--- src/rtl/toggle_pattern_sequencer.sv ---
// Square-wave sequencer driving an external toggle flip-flop through one-cycle toggle pulses.
// Optional build macro TOGGLE_PATTERN_SEQUENCER_BURST_EN adds a self-terminating burst length.
//
// state  | meaning
// IDLE   | waiting for start handshake, flip-flop at 0
// LAUNCH | single cycle, pulses toggle to raise the flip-flop
// HIGH   | flip-flop at 1 for H cycles, toggle on the last one
// LOW    | flip-flop at 0 for L cycles, toggle on the last one unless stopping
module toggle_pattern_sequencer #(
    parameter int unsigned COUNTER_WIDTH = 8,
    parameter int unsigned BURST_WIDTH   = 8
) (
    input  logic                     clock_i,
    input  logic                     reset_i,
    input  logic                     start_valid_i,
    output logic                     start_ready_o,
    input  logic [COUNTER_WIDTH-1:0] high_cycles_i,
    input  logic [COUNTER_WIDTH-1:0] low_cycles_i,
    input  logic                     stop_i,
`ifdef TOGGLE_PATTERN_SEQUENCER_BURST_EN
    input  logic [BURST_WIDTH-1:0]   burst_count_i,
`endif
    output logic                     toggle_o,
    output logic                     state_o,
    output logic                     busy_o,
    output logic                     done_o
);

    typedef enum logic [1:0] {
        IDLE   = 2'd0,
        LAUNCH = 2'd1,
        HIGH   = 2'd2,
        LOW    = 2'd3
    } fsm_t;

    fsm_t                     fsm_q, fsm_d;
    logic [COUNTER_WIDTH-1:0] cnt_q, cnt_d;
    logic [COUNTER_WIDTH-1:0] h_len_q, h_len_d;
    logic [COUNTER_WIDTH-1:0] l_len_q, l_len_d;
    logic                     stop_q, stop_d;
    logic                     tff_q, tff_d;
    logic                     phase_end;
    logic                     end_hi;
    logic                     toggle;
    logic                     done;

`ifdef TOGGLE_PATTERN_SEQUENCER_BURST_EN
    logic [BURST_WIDTH-1:0]   burst_q, burst_d;

    // burst_q holds the number of high phases still to run, including the current one
    assign end_hi = stop_q || (burst_q == BURST_WIDTH'(1));
`else
    logic unused_burst_width;
    assign unused_burst_width = |BURST_WIDTH;
    assign end_hi = stop_q;
`endif

    assign phase_end = (cnt_q == '0);

    always_comb begin
        toggle = 1'b0;
        done   = 1'b0;
        case (fsm_q)
            LAUNCH:  toggle = 1'b1;
            HIGH: begin
                toggle = phase_end;
                done   = phase_end && end_hi;
            end
            LOW: begin
                toggle = phase_end && !stop_q;
                done   = phase_end && stop_q;
            end
            default: ;
        endcase
    end

    always_comb begin
        fsm_d   = fsm_q;
        cnt_d   = cnt_q;
        h_len_d = h_len_q;
        l_len_d = l_len_q;
        stop_d  = stop_q;
        tff_d   = tff_q ^ toggle;
`ifdef TOGGLE_PATTERN_SEQUENCER_BURST_EN
        burst_d = burst_q;
`endif
        if (fsm_q != IDLE && stop_i) begin
            stop_d = 1'b1;
        end
        case (fsm_q)
            IDLE: begin
                if (start_valid_i) begin
                    // lengths are stored minus one so that 0 and 1 both give one cycle
                    h_len_d = (high_cycles_i == '0) ? '0 : high_cycles_i - COUNTER_WIDTH'(1);
                    l_len_d = (low_cycles_i == '0) ? '0 : low_cycles_i - COUNTER_WIDTH'(1);
                    fsm_d   = LAUNCH;
`ifdef TOGGLE_PATTERN_SEQUENCER_BURST_EN
                    burst_d = burst_count_i;
`endif
                end
            end
            LAUNCH: begin
                fsm_d = HIGH;
                cnt_d = h_len_q;
            end
            HIGH: begin
                if (!phase_end) begin
                    cnt_d = cnt_q - COUNTER_WIDTH'(1);
                end else if (end_hi) begin
                    fsm_d  = IDLE;
                    stop_d = 1'b0;
                end else begin
                    fsm_d = LOW;
                    cnt_d = l_len_q;
`ifdef TOGGLE_PATTERN_SEQUENCER_BURST_EN
                    if (burst_q != '0) begin
                        burst_d = burst_q - BURST_WIDTH'(1);
                    end
`endif
                end
            end
            LOW: begin
                if (!phase_end) begin
                    cnt_d = cnt_q - COUNTER_WIDTH'(1);
                end else if (stop_q) begin
                    fsm_d  = IDLE;
                    stop_d = 1'b0;
                end else begin
                    fsm_d = HIGH;
                    cnt_d = h_len_q;
                end
            end
            default: fsm_d = IDLE;
        endcase
    end

    always_ff @(posedge clock_i) begin
        if (reset_i) begin
            fsm_q   <= IDLE;
            cnt_q   <= '0;
            h_len_q <= '0;
            l_len_q <= '0;
            stop_q  <= 1'b0;
            tff_q   <= 1'b0;
`ifdef TOGGLE_PATTERN_SEQUENCER_BURST_EN
            burst_q <= '0;
`endif
        end else begin
            fsm_q   <= fsm_d;
            cnt_q   <= cnt_d;
            h_len_q <= h_len_d;
            l_len_q <= l_len_d;
            stop_q  <= stop_d;
            tff_q   <= tff_d;
`ifdef TOGGLE_PATTERN_SEQUENCER_BURST_EN
            burst_q <= burst_d;
`endif
        end
    end

    assign toggle_o      = toggle;
    assign done_o        = done;
    assign state_o       = tff_q;
    assign busy_o        = (fsm_q != IDLE);
    assign start_ready_o = (fsm_q == IDLE);

endmodule

--- config.mk ---
export PLATFORM = sky130hd
export DESIGN_NAME = toggle_pattern_sequencer
export DESIGN_NICKNAME = d
export VERILOG_FILES = /design/src/rtl/toggle_pattern_sequencer.sv
export SDC_FILE = /design/constraint.sdc
export NUM_CORES = 1
export LEC_CHECK = 0
export CORE_ASPECT_RATIO = 0.9
export CORE_MARGIN = 1.5
export CORE_UTILIZATION = 42
export DETAILED_ROUTE_END_ITERATION = 10
export GPL_TIMING_DRIVEN = 0
export PLACE_DENSITY = 0.65
export SYNTH_ARGS = -nofsm -noshare
export SYNTH_HDL_FRONTEND = slang
export SYNTH_SLANG_ARGS = --single-unit
export TNS_END_PERCENT = 50
--- constraint.sdc ---
create_clock -name clock_i -period 4.5 [get_ports clock_i]
set_clock_uncertainty 0.15 [all_clocks]
set_input_delay 0.45 -clock clock_i [delete_from_list [all_inputs] [get_ports clock_i]]
set_output_delay 0.45 -clock clock_i [all_outputs]
set_load 0.01 [all_outputs]
==> reports/metrics.cfg <==
[placement]
place.port_buffers=24
hpwlAfterDp_mm=3.23
gp_congestion=0.849
placed_area_um2=2130

[final_layout]
diodes=0
finalNetCount=266
final_area_um2=2170
post-route-util_pct=52.7
drive_gt1_share_pct=11.8
fillCellCount=383
areaGrowthSynthToFinish_pct=18.6

[grt]
grt_overflow=0
grt.total_usage_pct=18.1
grt_pass1_wl_mm=6.72
first_global_vias=1390
antenna_found_initial=0
grt_max_degree=15

[synth]
synth-adder-area-share_pct=4.10
synth_flop_cell=dfxtp_1
synth_most_common_cell=dfxtp_1
synth-simple-area-share_pct=23.9
synth_enable_flop_cells=0
synth_common_cells=dfxtp_1, nor2_1, nand2_1
syn_area_um2=1830
synthMuxAreaShare_pct=4.51
ys_warn_count=0
synth_compound_area_share_pct=27.2
synth_top_cell_by_area=dfxtp_1
ys_ff_latch=28
ys_seq_area_share_pct=30.6
yosys.area.top_type_share_pct=30.6
syn_nets=237
yosys-top-cells-area=dfxtp_1, a22oi_1, ha_1
synth-xor-area-share_pct=3.82
syn_avg_cell_area_um2=8.69
synth_top_family_by_area=compound AO/OA/AOI/OAI gates
async_reset_ff_share_pct=0
netlist-cell-type-count=55
syn_inst=211

[worst_setup_path]
cp_num_buf_inv=3
ff2ff_setup_slack_ns=2.53
crit_path_cell_trace=inv_1, ha_1, nor4b_4, buf_4, nand3_1, nor2_1, clkdlybuf4s50_1
worstSetupPathType=reg2out
slowest_delay_ns=0.57
r2r-end=state_o$_SDFF_PP0_
cp_data_required_time_ns=3.90
rr_startpoint=cnt_q[0]$_SDFFE_PP0P_
worstPathArrival_ns=2.47
crit_family=buffers and inverters
slowest_stage=clkdlybuf4s50_1
startpoint_type=flop
crit_path_end_kind=primary output
r2r_cells=6
worstPathMaxFanout=10

[clocking]
cts_max_level=1
cts_buffers=3
cts_setup_buffers=0
cts_root_buffer=clkbuf_8
cts.sinks=28
tritoncts=yes
clkLatencyLatePin_ns=0.28
postCtsHoldBufs=0
cts_buffer_depth=2
cts_resized=0
clk_pin_slew_ns=0.10

[timing]
rsz0062_at_grt=no
finalCritPeriodShare_pct=68.2
fmax_mhz=326
finalSetupViolCount=0
maxSlewHeadroom_pct=64.3
hold_viol_final=0
fin_setup_tns_ns=0
min_period_ns=3.07
finalMaxSlewViolations=0
worst-slew-pin-transition_ns=0.532

[power]
powerDensity_nw_per_um2=350
vdd_drop_max_mv=0.190
p_leak_uw=0.000769

[route]
drc=0
drt_iter0_markers=85
vias=1618
drt_wl_total_mm=4.12
drt-pass1-iter-count=4
avgRoutedWirePerCell_um=14.4
drtAntennaViolNets=0
routed_via_density=5.66

[floorplan]
die_w_um=72.6
coreArea_um2=4130
fp.dieArea_um2=4770
start_util_pct=44.4
die_y_um=65.7
rows=22
boundaryPins=25

[hold_path]
hold-path-endpoint=l_len_q[5]$_SDFFE_PP0P_
holdCritPathClass=reg2reg
min_path_cells=2
holdCritStartpoint=l_len_q[5]$_SDFFE_PP0P_

[run]
drv_cap=0

[run_status]
status=finished, final reports clean

-- worst register-to-register path, delay by kind of cell (launching register included) --
| kind | cells | cell delay, ns |
|---|---|---|
| AND/OR/NAND/NOR | 2 | 0.55 |
| flip-flops | 1 | 0.35 |
| multiplexers | 1 | 0.33 |
| AO/OA/AOI/OAI | 1 | 0.19 |
| adder cells (fa/ha/maj) | 1 | 0.18 |
| buffers and inverters | 1 | 0.10 |
-- stage by stage --
step | setup WS, ns | hold WS (ns) | instances | power [uW]
final | 1.43 | 0.308 | 286 | 761
after global placement | 1.76 | 0.293 | 283 | 626
after CTS | 1.42 | 0.311 | 286 | 760
after detailed placement | 1.74 | 0.300 | 283 | 626
after floorplan | 2.49 | 0.279 | 211 | 533
after global routing | 1.27 | 0.326 | 286 | 805
-- worst max path at each step --
| stage | startpoint | end | depth (start not counted) |
|---|---|---|---|
| after floorplan | cnt_q[0]$_SDFFE_PP0P_ | done_o | 6 |
| after global placement | cnt_q[0]$_SDFFE_PP0P_ | done_o | 7 |
| after detailed placement | cnt_q[0]$_SDFFE_PP0P_ | done_o | 7 |
| after CTS | cnt_q[0]$_SDFFE_PP0P_ | done_o | 7 |
| after global routing | cnt_q[0]$_SDFFE_PP0P_ | done_o | 7 |
| final | cnt_q[0]$_SDFFE_PP0P_ | done_o | 7 |
-- kinds of logic (layout without fill, tap and decap cells) --
family | count (synthesis) | after routing
AO/OA/AOI/OAI | 68 | 68
XOR/XNOR | 8 | 8
adder cells (fa/ha/maj) | 6 | 6
buffers and inverters | 23 | 50
flip-flops | 28 | 28
multiplexers | 8 | 8
AND/OR/NAND/NOR | 70 | 70
-- report_power, final --
group / total, uW / internal, uW / switching [uW] / leakage (uW)
registers: 311 / 278 / 33.6 / 0.000230
clock network: 137 / 60.2 / 76.6 / 0.0000216
logic: 313 / 141 / 172 / 0.000517
-- cell usage in the layout, fill, tap and decap left out, types with 3 or more instances in the layout --
master,instances
dfxtp_1,28
clkdlybuf4s50_1,24
nor2_1,19
nand2_1,15
inv_1,11
a31oi_1,11
a22oi_1,11
o21ai_1,8
nor3b_1,7
a21oi_1,7
mux2i_1,6
xor2_1,6
ha_1,6
nor3_1,5
clkbuf_1,5
o21ai_0,5
nor4_1,4
buf_4,3
nand3_1,3
a21oi_2,3
a21boi_0,3
or3_1,3
clkbuf_8,3
-- state kept, by name, indices dropped and copies added (netlist names) --
register and flops:
state_o 1, l_len_q 8, end_hi 1, h_len_q 8, fsm_q 2, cnt_q 8
-- cell type report --
cell class / count / area (um^2) / area share, %
Multi-Input combinational cell: 160 / 1160 / 53.6
Sequential cell: 28 / 561 / 25.8
Timing Repair Buffer: 24 / 240 / 11.0
Tap cell: 48 / 60.1 / 2.76
Buffer: 10 / 53.8 / 2.47
Inverter: 13 / 53.8 / 2.47
Clock buffer: 3 / 41.3 / 1.90
-- routing by layer --
layer | up-vias | wire (um) | share of wire (%) | global-route usage, %
li1 | 851 | - | - | -
met1 | 736 | 2210 | 54 | 27.1
met2 | 29 | 1760 | 43 | 26.9
met3 | 2 | 122 | 3.0 | 3.68
met4 | 0 | 18 | 0.44 | 2.83
met5 | - | 0 | 0 | 0
Power figures use the tool's default switching activity.
==> RTL change 1 (config.mk and constraints unchanged) <==
Make the reset (`reset_i`) asynchronous in one clocked block.
--- a/src/rtl/toggle_pattern_sequencer.sv
+++ b/src/rtl/toggle_pattern_sequencer.sv
@@ -134,7 +134,7 @@
         endcase
     end
 
-    always_ff @(posedge clock_i) begin
+    always_ff @(posedge clock_i or posedge reset_i) begin
         if (reset_i) begin
             fsm_q   <= IDLE;
             cnt_q   <= '0;
Behaviour: differs if reset_i is asserted again (counterexample within 4 cycles, from zero or initial values and one cycle with reset_i high); with reset_i held inactive, the same outputs for 10 cycles.
==> RTL change 1 against the unedited design <==
  * Global-route usage is essentially flat
  * Setup slack lost 0.040 ns
  * Cell area shrank 3.0%
  * Routed wire length shrank 5.3%
  * Area after synthesis shrank 4.3%
  * Maximum frequency shrank 1.3%
  * Worst hold slack gained 0.029 ns
  * Power grew 41%
  * Sequential cell count is the same
==> RTL change 1: results (changes against the unedited design) <==
[drt]
m1WireLength_um = 1940  ; was 2210 um
drt_iter0_markers = 76  ; was 85
post_drt_wl_per_cell_um = 14.2  ; was 14.4 um
wl_met2_um = 1720  ; was 1760 um
route.met3.wl_um = 181  ; was 122 um
drt-vias-per-instance = 5.41  ; was 5.66

[setup_path]
cp_max_fo = 6  ; was 10
rr_worst_depth = 8  ; was 6
rrSetupSlack_ns = 2.30  ; was 2.53 ns
worstPathArrival_ns = 2.51  ; was 2.47 ns

[worst_hold_path]
hold_start = l_len_q[5]  ; unchanged

[layout]
n_clock_buffer = 4  ; was 3
signal_buffers = 31  ; was 34
nMultiInputCombCells = 154  ; was 160
nFillCells = 407  ; was 383
buf_share = 0.139  ; was 0.135
layout.area.seq_um2 = 701  ; was 561 um2
clk_share = 0.0261  ; was 0.0190
finalNonFillerCells = 275  ; was 286
layout-drive-gt1-share = 0.106  ; was 0.118
multi_input_area_share = 0.457  ; was 0.536

[place]
dpl-instance-area_um2 = 2050  ; was 2130 um2
dpl.hpwl_um = 3000  ; was 3230 um
dp_slack_ns = 1.72  ; was 1.74 ns
dpl.cell_count = 271  ; was 283
place_congestion = 0.797  ; was 0.849

[grt]
use_met1 = 0.251  ; was 0.271
met2_usage = 0.280  ; was 0.269
grt_pass1_wl_um = 6540  ; was 6720 um
grt_max_degree = 29  ; was 15
first_global_vias = 1405  ; was 1390
grt_usage = 0.181  ; about the same
use_met3 = 0.0363  ; was 0.0368

[logic_synthesis]
async_flop_share = 1.00  ; was 0
synthTopCellsByCount = 34 x nand2_1, 28 x dfrtp_1, 27 x o21ai_0  ; was 28 x dfxtp_1, 19 x nor2_1, 15 x nand2_1
yosysSeqAreaShare = 0.399  ; was 0.306
ys_types = 42  ; was 55
synth_area_leaders = dfrtp_1 40%, o21ai_0 7.7%, nand2_1 7.3%  ; was dfxtp_1 31%, a22oi_1 4.5%, ha_1 4.1%
synth_nets = 225  ; was 237
avgSynthCellArea_um2 = 8.81  ; was 8.69 um2

[sta]
fin_crit_sh = 0.691  ; was 0.682
maxSlewHeadroom = 0.289  ; was 0.643
whs_ns = 0.336  ; was 0.308 ns

[power_and_ir_drop]
p_seq_frac = 0.438  ; was 0.409
power.share.clock = 0.150  ; was 0.180
p_per_area_nw_per_um2 = 507  ; was 350 nW/um2
ir_drop_mv = 0.169  ; was 0.190 mV

[outcome]
outcome = finished, final reports clean  ; unchanged

[RTL change 1: cell count changes in the layout (fill, tap and decap cells not counted), moves of 4 or more]
cell      unedited run  this run
o21ai_0              5        27
clkbuf_1             5         1
o21ai_1              8         0
nor2_1              19        13
dfrtp_1              0        28
xnor2_1              2         7
a31oi_1             11         7
dfxtp_1             28         0
nor3b_1              7         3
nand2_1             15        34
a22oi_1             11         0
[RTL change 1: cells by family (layout without fill, tap and decap cells)]
family | count (synthesis) | count (layout) | synth area share
fa+ha+maj | 6 | 6 | 0.0428
mux | 5 | 5 | 0.0300
buf+inv | 17 | 45 | 0.0513
simple gates | 75 | 75 | 0.212
xor+xnor | 13 | 13 | 0.0649
flops | 28 | 28 | 0.399
compound gates | 55 | 55 | 0.200
==> RTL change 2 (config.mk and constraints unchanged) <==
Without the edit above. Build with the macro `TOGGLE_PATTERN_SEQUENCER_BURST_EN` defined.
--- a/src/rtl/toggle_pattern_sequencer.sv
+++ b/src/rtl/toggle_pattern_sequencer.sv
@@ -6,6 +6,8 @@
 // LAUNCH | single cycle, pulses toggle to raise the flip-flop
 // HIGH   | flip-flop at 1 for H cycles, toggle on the last one
 // LOW    | flip-flop at 0 for L cycles, toggle on the last one unless stopping
+`define TOGGLE_PATTERN_SEQUENCER_BURST_EN
+
 module toggle_pattern_sequencer #(
     parameter int unsigned COUNTER_WIDTH = 8,
     parameter int unsigned BURST_WIDTH   = 8
Interface: changed (added burst_count_i); port bits go from 25 to 33. No check against the original RTL was run, so the function may have changed too.
==> RTL change 2 against the unedited design <==
  * Area after synthesis rose by 19%
  * Largest power group unchanged
  * Combinational power up 55%
  * Routed wire length grew 38%
  * Sequential share of layout area rose by 1.1 points
  * Power rose by 55%
  * Global-route usage increased by 3.9 points
  * Setup slack got worse by 0.083 ns
  * Sequential cell count is 8 higher
  * Cell area up 23%
==> RTL change 2: results (changes against the unedited design) <==
[worst_hold_path]
hold_start = burst_q[3]  ; was l_len_q[5]

[power_and_ir_drop]
switching_share = 0.381  ; was 0.371
ir_drop_mv = 0.241  ; was 0.190 mV

[logic_synthesis]
ys_types = 52  ; was 55
synthTopCellsByCount = 39 x nor2_1, 36 x dfxtp_1, 21 x a21oi_1  ; was 28 x dfxtp_1, 19 x nor2_1, 15 x nand2_1
yosysSeqAreaShare = 0.330  ; was 0.306
synth_fa_ha_area_frac = 0.0459  ; was 0.0410
synth_nets = 306  ; was 237
yosys-mux-area-fraction = 0  ; was 0.0451
synth_area_leaders = dfxtp_1 33%, nor2_1 6.7%, a21oi_1 4.8%  ; was dfxtp_1 31%, a22oi_1 4.5%, ha_1 4.1%
synth-compound-area-share = 0.262  ; was 0.272

[drt]
post_drt_wl_per_cell_um = 15.2  ; was 14.4 um
m1WireLength_um = 2920  ; was 2210 um
wl_met2_um = 2360  ; was 1760 um

[clock_network]
cts-htree-levels = 2  ; was 1
cts.clk_slew.worst_paths_ns = 0.08  ; was 0.10 ns
cts_buffers = 5  ; was 3

[setup_path]
rr_worst_depth = 7  ; was 6
cp_max_fo = 5  ; was 10

[sta]
worstMarginPinSlew_ns = 0.582  ; was 0.532 ns

[grt]
grt_pass1_wl_um = 9630  ; was 6720 um
grt_max_degree = 13  ; was 15

[layout]
layout-drive-gt1-share = 0.0680  ; was 0.118

[place]
place_congestion = 0.880  ; was 0.849
port_buffers = 31  ; was 24

[outcome]
outcome = finished, final reports clean  ; unchanged

## RTL change 2: cell types whose count changed in the layout (fill, tap and decap cells not counted), moves of 6 or more
| cell | before | now |
|---|---|---|
| a21oi_1 | 7 | 21 |
| a31oi_1 | 11 | 2 |
| clkbuf_1 | 5 | 11 |
| clkdlybuf4s50_1 | 24 | 31 |
| dfxtp_1 | 28 | 36 |
| mux2i_1 | 6 | 0 |
| nor2_1 | 19 | 39 |
| nor3_1 | 5 | 12 |
| nor4b_1 | 0 | 6 |
| o21ai_0 | 5 | 11 |
| o21ai_1 | 8 | 0 |
| or4_1 | 0 | 6 |
## RTL change 2: worst max-delay path, stage by stage, from the launching register on
cell and delay, ns:
dfxtp_1 0.34, inv_1 0.12, ha_1 0.27, nor3b_1 0.40, nand3_1 0.16, a21oi_1 0.36, clkdlybuf4s50_1 0.61
## RTL change 2: area by class of cell
type	instances	area (um2)
inverters	13	48.8
plain buffers	14	57.6
multi-input cells	207	1350
flip-flops and latches	36	721
clock buffers	5	68.8
clock inverters	3	42.5
repair buffers	31	310
well taps	65	81.3
fillers	494	2240
## RTL change 2: worst max-delay path by stage
stage | depth (start not counted) | slack (ns) | start | to
floorplan | 5 | 2.42 | cnt_q[0] | done_o
global placement | 6 | 1.74 | cnt_q[0] | toggle_o
detailed placement | 6 | 1.73 | cnt_q[0] | toggle_o
CTS | 6 | 1.38 | cnt_q[0] | toggle_o
global route | 6 | 1.26 | cnt_q[0] | toggle_o
finish | 6 | 1.35 | cnt_q[0] | toggle_o
## RTL change 2: power groups by stage
| stage | Combinational [mW] | Sequential [mW] | Clock [mW] |
|---|---|---|---|
| after global placement | 0.473 | 0.409 | 0 |
| after floorplan | 0.346 | 0.399 | 0 |
| final | 0.484 | 0.404 | 0.290 |
| after global routing | 0.534 | 0.410 | 0.309 |
| after CTS | 0.479 | 0.403 | 0.292 |
| after detailed placement | 0.475 | 0.409 | 0 |
## RTL change 2: per-layer routing
metal / up-vias / global-route usage
li1: 1073 / -
met1: 976 / 0.339
met2: 61 / 0.310
met3: 6 / 0.0420
met4: 0 / 0.0585
met5: - / 0
## RTL change 2: stage by stage
| step | hold WS (ns) | std cells | worst slack [ns] | total power [mW] |
|---|---|---|---|---|
| 5_1_grt | 0.365 | 374 | 1.26 | 1.25 |
| 6_report | 0.340 | 374 | 1.35 | 1.18 |
| 3_3_place_gp | 0.330 | 366 | 1.74 | 0.882 |
| 2_1_floorplan | 0.307 | 270 | 2.42 | 0.745 |
| 4_1_cts | 0.341 | 374 | 1.38 | 1.17 |
| 3_5_place_dp | 0.329 | 366 | 1.73 | 0.884 |
